--- config.mk ---
export PLATFORM = sky130hd
export DESIGN_NAME = bram_mask_arbiter_flat
export DESIGN_NICKNAME = d
export VERILOG_FILES = /design/src/rtl/bram_mask_arbiter_if.sv /design/src/rtl/bram_mask_arbiter.sv /design/src/flat_wrapper.sv
export SDC_FILE = /design/constraint.sdc
export NUM_CORES = 1
export LEC_CHECK = 0
export ABC_CLOCK_PERIOD_IN_PS = 2800
export CORE_MARGIN = 4
export CORE_UTILIZATION = 39
export DETAILED_ROUTE_END_ITERATION = 8
export PLACE_DENSITY = 0.87
export SYNTH_ARGS = -nofsm -noshare
export SYNTH_HDL_FRONTEND = slang
export SYNTH_SLANG_ARGS = --single-unit
--- constraint.sdc ---
create_clock -name clk -period 2.8 [get_ports clk]
set_input_delay 0.28 -clock clk [delete_from_list [all_inputs] [get_ports clk]]
set_output_delay 0.28 -clock clk [all_outputs]
set_load 0.01 [all_outputs]
--- src/rtl/bram_mask_arbiter_if.sv ---
// Requester-side bundle for bram_mask_arbiter: rasterizer port A (read/write),
// scan-out port B (read-only) and the shared tagged read-return data.
// The arbiter connects through the slave modport, requesters through master.
interface bram_mask_arbiter_if #(
    parameter int ADDR_WIDTH = 12,
    parameter int DATA_WIDTH = 24,
    parameter int MASK_WIDTH = 8
);
    localparam int LANES = DATA_WIDTH / MASK_WIDTH;

    logic                  a_valid;
    logic                  a_ready;
    logic                  a_we;
    logic [LANES-1:0]      a_wen;
    logic [ADDR_WIDTH-1:0] a_addr;
    logic [DATA_WIDTH-1:0] a_wdata;
    logic                  a_rvalid;
    logic                  b_valid;
    logic                  b_ready;
    logic [ADDR_WIDTH-1:0] b_addr;
    logic                  b_rvalid;
    logic [DATA_WIDTH-1:0] rdata;

    modport master (
        output a_valid, a_we, a_wen, a_addr, a_wdata, b_valid, b_addr,
        input  a_ready, a_rvalid, b_ready, b_rvalid, rdata
    );

    modport slave (
        input  a_valid, a_we, a_wen, a_addr, a_wdata, b_valid, b_addr,
        output a_ready, a_rvalid, b_ready, b_rvalid, rdata
    );
endinterface

--- src/rtl/bram_mask_arbiter.sv ---
// bram_mask_arbiter: round-robin sharing of one single-port lane-masked BRAM
// between port A (read/write) and port B (read-only). Accepted requests are
// registered onto the BRAM pins; read data returns two cycles after accept,
// tagged by a_rvalid / b_rvalid.
// Optional feature macro: BRAM_MASK_ARB_CLEAR_EN adds a full-memory clear
// engine (clr_start / clr_value / clr_busy / clr_done). Without it the clear
// inputs are ignored and clr_busy / clr_done stay low.
// DATA_WIDTH must be an exact multiple of MASK_WIDTH.
module bram_mask_arbiter #(
    parameter int ADDR_WIDTH = 12,
    parameter int DATA_WIDTH = 24,
    parameter int MASK_WIDTH = 8
) (
    input  logic                             clk,
    input  logic                             rst_n,
    bram_mask_arbiter_if.slave               bus,
    input  logic                             clr_start,
    input  logic [DATA_WIDTH-1:0]            clr_value,
    output logic                             clr_busy,
    output logic                             clr_done,
    output logic                             mem_cen,
    output logic                             mem_gwen,
    output logic [DATA_WIDTH/MASK_WIDTH-1:0] mem_wen,
    output logic [ADDR_WIDTH-1:0]            mem_addr,
    output logic [DATA_WIDTH-1:0]            mem_din,
    input  logic [DATA_WIDTH-1:0]            mem_dout
);
    localparam int LANES = DATA_WIDTH / MASK_WIDTH;

    logic                  rr_b_r;      // 1: B wins the next contested cycle
    logic                  grant_a_s;
    logic                  grant_b_s;
    logic                  block_s;     // clear engine owns the BRAM this cycle
    logic                  clr_issue_s;
    logic [ADDR_WIDTH-1:0] clr_addr_s;
    logic [DATA_WIDTH-1:0] clr_data_s;
    logic                  rd_a_p1_r;
    logic                  rd_b_p1_r;
    logic                  rd_a_p2_r;
    logic                  rd_b_p2_r;
    logic                  a_rvalid_r;
    logic                  b_rvalid_r;
    logic [DATA_WIDTH-1:0] rdata_r;

`ifdef BRAM_MASK_ARB_CLEAR_EN
    typedef enum logic [0:0] {
        ST_IDLE  = 1'b0,
        ST_CLEAR = 1'b1
    } clr_state_t;

    clr_state_t            state_r;
    logic [ADDR_WIDTH-1:0] clr_addr_r;
    logic [DATA_WIDTH-1:0] clr_value_r;

    // Clear FSM: latch fill value on start, sweep every address once, pulse done.
    always_ff @(posedge clk or negedge rst_n) begin
        if (!rst_n) begin
            state_r     <= ST_IDLE;
            clr_addr_r  <= '0;
            clr_value_r <= '0;
            clr_busy    <= 1'b0;
            clr_done    <= 1'b0;
        end else begin
            clr_done <= 1'b0;
            case (state_r)
                ST_IDLE: begin
                    if (clr_start) begin
                        state_r     <= ST_CLEAR;
                        clr_value_r <= clr_value;
                        clr_addr_r  <= '0;
                        clr_busy    <= 1'b1;
                    end
                end
                ST_CLEAR: begin
                    clr_addr_r <= clr_addr_r + ADDR_WIDTH'(1);
                    if (&clr_addr_r) begin
                        state_r  <= ST_IDLE;
                        clr_busy <= 1'b0;
                        clr_done <= 1'b1;
                    end
                end
                default: begin
                    state_r  <= ST_IDLE;
                    clr_busy <= 1'b0;
                end
            endcase
        end
    end

    // A start request in IDLE takes the BRAM away from any same-cycle request.
    assign block_s     = (state_r == ST_CLEAR) || clr_start;
    assign clr_issue_s = (state_r == ST_CLEAR);
    assign clr_addr_s  = clr_addr_r;
    assign clr_data_s  = clr_value_r;
`else
    logic unused_clr_s;

    assign block_s      = 1'b0;
    assign clr_issue_s  = 1'b0;
    assign clr_addr_s   = '0;
    assign clr_data_s   = '0;
    assign clr_busy     = 1'b0;
    assign clr_done     = 1'b0;
    assign unused_clr_s = ^{clr_start, clr_value};
`endif

    // Grant selection: lone requester wins, contested cycle goes to rr pointer side.
    always_comb begin
        grant_a_s = 1'b0;
        grant_b_s = 1'b0;
        if (!rst_n || block_s) begin
            grant_a_s = 1'b0;
            grant_b_s = 1'b0;
        end else if (bus.a_valid && bus.b_valid) begin
            if (rr_b_r) begin
                grant_b_s = 1'b1;
            end else begin
                grant_a_s = 1'b1;
            end
        end else if (bus.a_valid) begin
            grant_a_s = 1'b1;
        end else if (bus.b_valid) begin
            grant_b_s = 1'b1;
        end else begin
            grant_a_s = 1'b0;
            grant_b_s = 1'b0;
        end
    end

    assign bus.a_ready  = grant_a_s;
    assign bus.b_ready  = grant_b_s;
    assign bus.a_rvalid = a_rvalid_r;
    assign bus.b_rvalid = b_rvalid_r;
    assign bus.rdata    = rdata_r;

    // Round-robin pointer: hand priority to the other side after each grant.
    always_ff @(posedge clk or negedge rst_n) begin
        if (!rst_n) begin
            rr_b_r <= 1'b0;
        end else if (grant_a_s) begin
            rr_b_r <= 1'b1;
        end else if (grant_b_s) begin
            rr_b_r <= 1'b0;
        end
    end

    // BRAM issue register: one enabled cycle per accepted request or clear step.
    always_ff @(posedge clk or negedge rst_n) begin
        if (!rst_n) begin
            mem_cen  <= 1'b1;
            mem_gwen <= 1'b0;
            mem_wen  <= '0;
            mem_addr <= '0;
            mem_din  <= '0;
        end else if (clr_issue_s) begin
            mem_cen  <= 1'b0;
            mem_gwen <= 1'b1;
            mem_wen  <= {LANES{1'b1}};
            mem_addr <= clr_addr_s;
            mem_din  <= clr_data_s;
        end else if (grant_a_s) begin
            mem_cen  <= 1'b0;
            mem_gwen <= bus.a_we;
            mem_wen  <= bus.a_we ? bus.a_wen : {LANES{1'b0}};
            mem_addr <= bus.a_addr;
            mem_din  <= bus.a_wdata;
        end else if (grant_b_s) begin
            mem_cen  <= 1'b0;
            mem_gwen <= 1'b0;
            mem_wen  <= '0;
            mem_addr <= bus.b_addr;
        end else begin
            mem_cen  <= 1'b1;
            mem_wen  <= '0;
        end
    end

    // Read-return pipeline: tag at accept, BRAM samples next edge, capture dout after.
    always_ff @(posedge clk or negedge rst_n) begin
        if (!rst_n) begin
            rd_a_p1_r  <= 1'b0;
            rd_b_p1_r  <= 1'b0;
            rd_a_p2_r  <= 1'b0;
            rd_b_p2_r  <= 1'b0;
            a_rvalid_r <= 1'b0;
            b_rvalid_r <= 1'b0;
            rdata_r    <= '0;
        end else begin
            rd_a_p1_r  <= grant_a_s && !bus.a_we;
            rd_b_p1_r  <= grant_b_s;
            rd_a_p2_r  <= rd_a_p1_r;
            rd_b_p2_r  <= rd_b_p1_r;
            a_rvalid_r <= rd_a_p2_r;
            b_rvalid_r <= rd_b_p2_r;
            if (rd_a_p2_r || rd_b_p2_r) begin
                rdata_r <= mem_dout;
            end
        end
    end
endmodule

--- src/flat_wrapper.sv ---
// flat-port wrapper written by rule: the top's interface ports become plain ports
module bram_mask_arbiter_flat 
#(
    parameter int ADDR_WIDTH = 12,
    parameter int DATA_WIDTH = 24,
    parameter int MASK_WIDTH = 8
)
  (clk, rst_n, clr_start, clr_value, clr_busy, clr_done, mem_cen, mem_gwen, mem_wen, mem_addr, mem_din, mem_dout, bus_a_valid, bus_a_we, bus_a_wen, bus_a_addr, bus_a_wdata, bus_b_valid, bus_b_addr, bus_a_ready, bus_a_rvalid, bus_b_ready, bus_b_rvalid, bus_rdata);
  bram_mask_arbiter_if #(.ADDR_WIDTH(ADDR_WIDTH), .DATA_WIDTH(DATA_WIDTH), .MASK_WIDTH(MASK_WIDTH)) bus_i ();
  input  logic clk;
  input  logic rst_n;
  input  logic clr_start;
  input  logic [DATA_WIDTH-1:0] clr_value;
  output logic clr_busy;
  output logic clr_done;
  output logic mem_cen;
  output logic mem_gwen;
  output logic [DATA_WIDTH/MASK_WIDTH-1:0] mem_wen;
  output logic [ADDR_WIDTH-1:0] mem_addr;
  output logic [DATA_WIDTH-1:0] mem_din;
  input  logic [DATA_WIDTH-1:0] mem_dout;
  input wire logic [$bits(bus_i.a_valid)-1:0] bus_a_valid;
  input wire logic [$bits(bus_i.a_we)-1:0] bus_a_we;
  input wire logic [$bits(bus_i.a_wen)-1:0] bus_a_wen;
  input wire logic [$bits(bus_i.a_addr)-1:0] bus_a_addr;
  input wire logic [$bits(bus_i.a_wdata)-1:0] bus_a_wdata;
  input wire logic [$bits(bus_i.b_valid)-1:0] bus_b_valid;
  input wire logic [$bits(bus_i.b_addr)-1:0] bus_b_addr;
  output wire logic [$bits(bus_i.a_ready)-1:0] bus_a_ready;
  output wire logic [$bits(bus_i.a_rvalid)-1:0] bus_a_rvalid;
  output wire logic [$bits(bus_i.b_ready)-1:0] bus_b_ready;
  output wire logic [$bits(bus_i.b_rvalid)-1:0] bus_b_rvalid;
  output wire logic [$bits(bus_i.rdata)-1:0] bus_rdata;
  assign bus_i.a_valid = bus_a_valid;
  assign bus_i.a_we = bus_a_we;
  assign bus_i.a_wen = bus_a_wen;
  assign bus_i.a_addr = bus_a_addr;
  assign bus_i.a_wdata = bus_a_wdata;
  assign bus_i.b_valid = bus_b_valid;
  assign bus_i.b_addr = bus_b_addr;
  assign bus_a_ready = bus_i.a_ready;
  assign bus_a_rvalid = bus_i.a_rvalid;
  assign bus_b_ready = bus_i.b_ready;
  assign bus_b_rvalid = bus_i.b_rvalid;
  assign bus_rdata = bus_i.rdata;
  bram_mask_arbiter #(.ADDR_WIDTH(ADDR_WIDTH), .DATA_WIDTH(DATA_WIDTH), .MASK_WIDTH(MASK_WIDTH)) u_core (.clk(clk), .rst_n(rst_n), .bus(bus_i), .clr_start(clr_start), .clr_value(clr_value), .clr_busy(clr_busy), .clr_done(clr_done), .mem_cen(mem_cen), .mem_gwen(mem_gwen), .mem_wen(mem_wen), .mem_addr(mem_addr), .mem_din(mem_din), .mem_dout(mem_dout));
endmodule
# After elaboration in Yosys (flattened, before gate mapping)
# Index checks and enable logic that the tools add are counted.
# Widths: inputs -> output; s select.
[classes] n_mux=18 reduce_logical=5
[ops] cell="$mux 12" count=2
[ops] cell="$mux 1" count=14
[ops] cell="$mux 3" count=2
[ops] cell="$logic_and 1x1->1" count=2
[ops] cell="$reduce_bool 2->1" count=1
[ops] cell="$logic_not 1->1" count=1
[ops] cell="$logic_or 1x1->1" count=1
[totals] input_bits=105 output_inout_bits=71 register_bits=72 word_cells=36

# Longest topological paths before layout
[logic_depth] ltp_word=6 depth_mapped=5 mapped_depth_nobuf=3

# Least setup slack after synthesis
# No wires, ideal clock.
[synth_path] path_type="reg-to-reg" start="register u_core.rr_b_r" end="register u_core.mem_din[3]" n_path_buf=2 arrival_ps=1226 synth_period_minus_slack_ps=1351 path_stages_with_launch=6 setup_ps=125 t_required_ps=2675 setup_slack_ps=1449 cell_sequence="dfrtp_1 and2_4 nor2_2 buf_6 buf_6 mux2_4"
[synth_via] elab_chain_len=3
[synth_lines] element="start: declaration" line="bram_mask_arbiter.sv:30" source="logic rr_b_r;"
[synth_lines] element="start signal: assignment" line="bram_mask_arbiter.sv:139" source="rr_b_r <= 1'b0;"
[synth_lines] element="start signal: assignment" line="bram_mask_arbiter.sv:141" source="rr_b_r <= 1'b1;"
[synth_lines] element="start signal: assignment" line="bram_mask_arbiter.sv:143" source="rr_b_r <= 1'b0;"
[synth_lines] element="$mux 1" line="bram_mask_arbiter.sv:115" source="if (rr_b_r) begin"
[synth_lines] element="$mux 1" line="bram_mask_arbiter.sv:114" source="end else if (bus.a_valid && bus.b_valid) begin"
[synth_lines] element="$mux 1" line="bram_mask_arbiter.sv:111" source="if (!rst_n || block_s) begin"
[synth_lines] element="named net bus_a_ready" line="flat_wrapper.sv:29" source="output wire logic [$bits(bus_i.a_ready)-1:0] bus_a_ready;"
[synth_lines] element="end signal: assignment" line="bram_mask_arbiter.sv:160" source="mem_din <= clr_data_s;"
[synth_lines] element="end signal: assignment" line="bram_mask_arbiter.sv:166" source="mem_din <= bus.a_wdata;"
[synth_lines] element="end: declaration" line="bram_mask_arbiter.sv:25" source="output logic [DATA_WIDTH-1:0] mem_din,"
# The timed path passes the listed nets, and every way through them passes these cells.
# A chain may end at the register's enable or synchronous reset.

# Worst setup path after layout
[layout_path] start="input rst_n" end="output bus_a_ready"
[layout_via] elab_chain_len=1
[layout_lines] element="start: declaration" line="flat_wrapper.sv:11" source="input logic rst_n;"
[layout_lines] element="$mux 1" line="bram_mask_arbiter.sv:111"
[layout_lines] element="end: declaration" line="flat_wrapper.sv:29"
# Every way passes these cells.

==> flow_summary.json <==
{
  "antenna_found_initial": 0,
  "clk_latency_ns": 0.33,
  "period_needed_ns": 2.26,
  "num_vias": 2083,
  "place.gp.congestion": 0.728,
  "drv_slew": 0,
  "synth_top_area_share_pct": 63.8,
  "p_leak_nw": 1.88,
  "cp_data_required_time_ns": 2.52,
  "power_density_mw_per_mm2": 650,
  "fin_tns_setup_ns": 0,
  "avgSynthCellArea_um2": 13.9,
  "cp_max_fo": 10,
  "setup_viol_count_final": 0,
  "ff_latch_area_mm2": 0.00180,
  "multi_input_area_um2": 900,
  "ir_worst_vdd_mv": 0.351,
  "synthesis.area_mm2": 0.00279,
  "drtPass1Iterations": 4,
  "synth_cell_types": 23,
  "grt_pass1_vias": 2262,
  "dp_hpwl_um": 5120,
  "post_cts_resized": 0,
  "via_per_inst": 4.58,
  "num_rows": 30,
  "final_core_util_pct": 66.3,
  "netlist_instances": 200,
  "max_slew.worst_pin.slew_ns": 0.849,
  "cts_tree": "done",
  "maxCapViolCount": 0,
  "synth.area.top_cells": "dfrtp_1 64%, mux2_2 17%, a31oi_1 2.7%",
  "clock_skew_ns": 0.00768,
  "hold_class": "input pin to asynchronous set/reset pin",
  "grt_pass1_wl_um": 10700,
  "clockBufferDepth": 2,
  "final-hold-violation-count": 0,
  "io_buffers": 148,
  "clock_sink_count": 72,
  "area_growth_pct": 63.5,
  "synth_seq_cells": 72,
  "grt_overflow_total": 0,
  "worstPathArrival_ns": 1.98,
  "route.detailed.drc": 0,
  "nets": 459,
  "synthFlopType": "dfrtp_1",
  "rsz0062_at_grt": "no",
  "ios": 176,
  "critical_path_class": "input pin to primary output",
  "yosysWarnings": 0,
  "worst_setup_path_end_kind": "primary output",
  "clkTransAtPathRegs_ns": 0.07,
  "synth_edf_count": 0,
  "synth_most_common_cell": "dfrtp_1",
  "ctsRootBufferMaster": "clkbuf_8",
  "grt_util_all_layers_pct": 15.7,
  "holdWs_ns": 0.349,
  "synth_largest_area_cell": "dfrtp_1",
  "timing.final.crit_share_pct": 80.6,
  "htree_levels": 3,
  "wire_per_inst_um": 14.8,
  "grt_max_degree": 71,
  "numCtsBuffers": 9,
  "dieArea_mm2": 0.00856,
  "start_kind": "input pin",
  "drtIter0Drc": 33,
  "start_util_pct": 40.6,
  "antenna_left": 0,
  "fp.dieW_um": 92.5,
  "synthArstFlopShare_pct": 100,
  "coreArea_mm2": 0.00687,
  "synth-seq-area-share_pct": 64.7,
  "finalWirelength_um": 6740,
  "max_slew_margin_pct": 43.4,
  "ys_top_cells_by_count": "71 x dfrtp_1, 43 x mux2_2, 13 x nor2_1, 13 x o21ai_0",
  "max_freq_mhz": 443,
  "die_h_um": 92.5,
  "insertedDiodeCount": 0,
  "p_total_w": 0.00296,
  "drive_gt1_share_pct": 20.9,
  "outcome": "complete, no violations",
  "fillers": 550
}
where the power goes:
part	leakage, nW	internal [W]	switching (W)	total (W)
logic	0.942	0.000568	0.000315	0.000882
clock network	0.0906	0.000393	0.000368	0.000761
registers	0.853	0.00123	0.0000913	0.00132
critical path, stage by stage:
cell	delay (ns)
dlygate4sd3_1	0.56
buf_4	0.16
nand2_1	0.08
nor2_2	0.13
buf_4	0.20
clkdlybuf4s50_1	0.56
layout make-up:
cell class	instances	share of cell area [%]
clock buffer	12	3.62
timing repair buffer	155	33.7
inverter	2	0.165
sequential	72	39.6
tap	96	2.64
multi-input combinational	114	19.7
clock inverter	4	0.604
repair_timing:
action	4_1_cts	5_1_grt
endpoints found under the hold margin	2	0
buffers inserted	0	0
hold buffers	1	0
logic make-up after synthesis:
| family | share of synthesized area, % |
|---|---|
| other | 0.135 |
| multiplexers | 20.1 |
| AO/OA/AOI/OAI | 5.79 |
| buffers and inverters | 3.23 |
| AND/OR/NAND/NOR | 6.06 |
| flip-flops | 64.7 |
sequential cells by signal, indices dropped and copies added, names as in the netlist:
signal and count:
u_core.mem_cen 1, u_core.rd_b_p1_r 1, u_core.rd_b_p2_r 1, u_core.rd_a_p2_r 1
u_core.mem_din 24, u_core.rr_b_r 1, u_core.mem_gwen 1, u_core.bus.a_rvalid 1
u_core.mem_wen 3, u_core.bus.b_rvalid 1, u_core.rd_a_p1_r 1, u_core.bus.rdata 24
u_core.mem_addr 12
path summary, 6_finish.rpt:
kind / slack (ns) / startpoint / end / depth (start not counted)
worst max register to register: 1.31 / u_core.rr_b_r / u_core.mem_din[13] / 4
worst min-delay path: 0.35 / rst_n / u_core.rr_b_r / 2
worst min register to register: 0.35 / u_core.rd_a_p1_r / u_core.rd_a_p2_r / 0
min in group clk: 0.35 / u_core.rd_a_p1_r / u_core.rd_a_p2_r / 0
max in group asynchronous: 1.43 / rst_n / u_core.bus.rdata[2] / 3
worst max-delay path: 0.54 / rst_n / bus_a_ready / 6
routing by layer:
| layer | routed length (um) | vias up | GRT usage (%) |
|---|---|---|---|
| met3 | 678 | 5 | 5.28 |
| met2 | 3270 | 92 | 26.2 |
| met1 | 2740 | 977 | 19.0 |
| met4 | 41 | 0 | 5.57 |
| li1 | - | 1009 | - |
| met5 | 0 | - | 0 |
placed cells by master (no fill, tap or decap):
| cell type | n |
|---|---|
| o21a_1 | 1 |
| clkinv_2 | 1 |
| clkbuf_8 | 12 |
| nor2_2 | 2 |
| nand2_1 | 4 |
| dlygate4sd3_1 | 1 |
| nand3_1 | 12 |
| a31oi_1 | 12 |
| a21oi_1 | 1 |
| dfstp_2 | 1 |
| conb_1 | 2 |
| buf_4 | 7 |
| and3_1 | 3 |
| clkdlybuf4s50_1 | 147 |
| inv_1 | 2 |
| and2_4 | 1 |
| nor3_1 | 1 |
| mux2_4 | 5 |
| nor2_1 | 12 |
| a22o_1 | 1 |
| mux2_2 | 43 |
| and2_1 | 1 |
| clkinvlp_4 | 3 |
| dfrtp_1 | 71 |
| o21ai_0 | 13 |
per-stage QoR:
step / setup WS (ns) / cells / cell area, um2
after global routing: 0.445 / 455 / 4560
after global placement: 0.695 / 438 / 4350
final: 0.542 / 455 / 4560
after detailed placement: 0.662 / 438 / 4350
after CTS: 0.520 / 455 / 4560
after floorplan: 1.45 / 201 / 2790
Power figures use the tool's default switching activity.
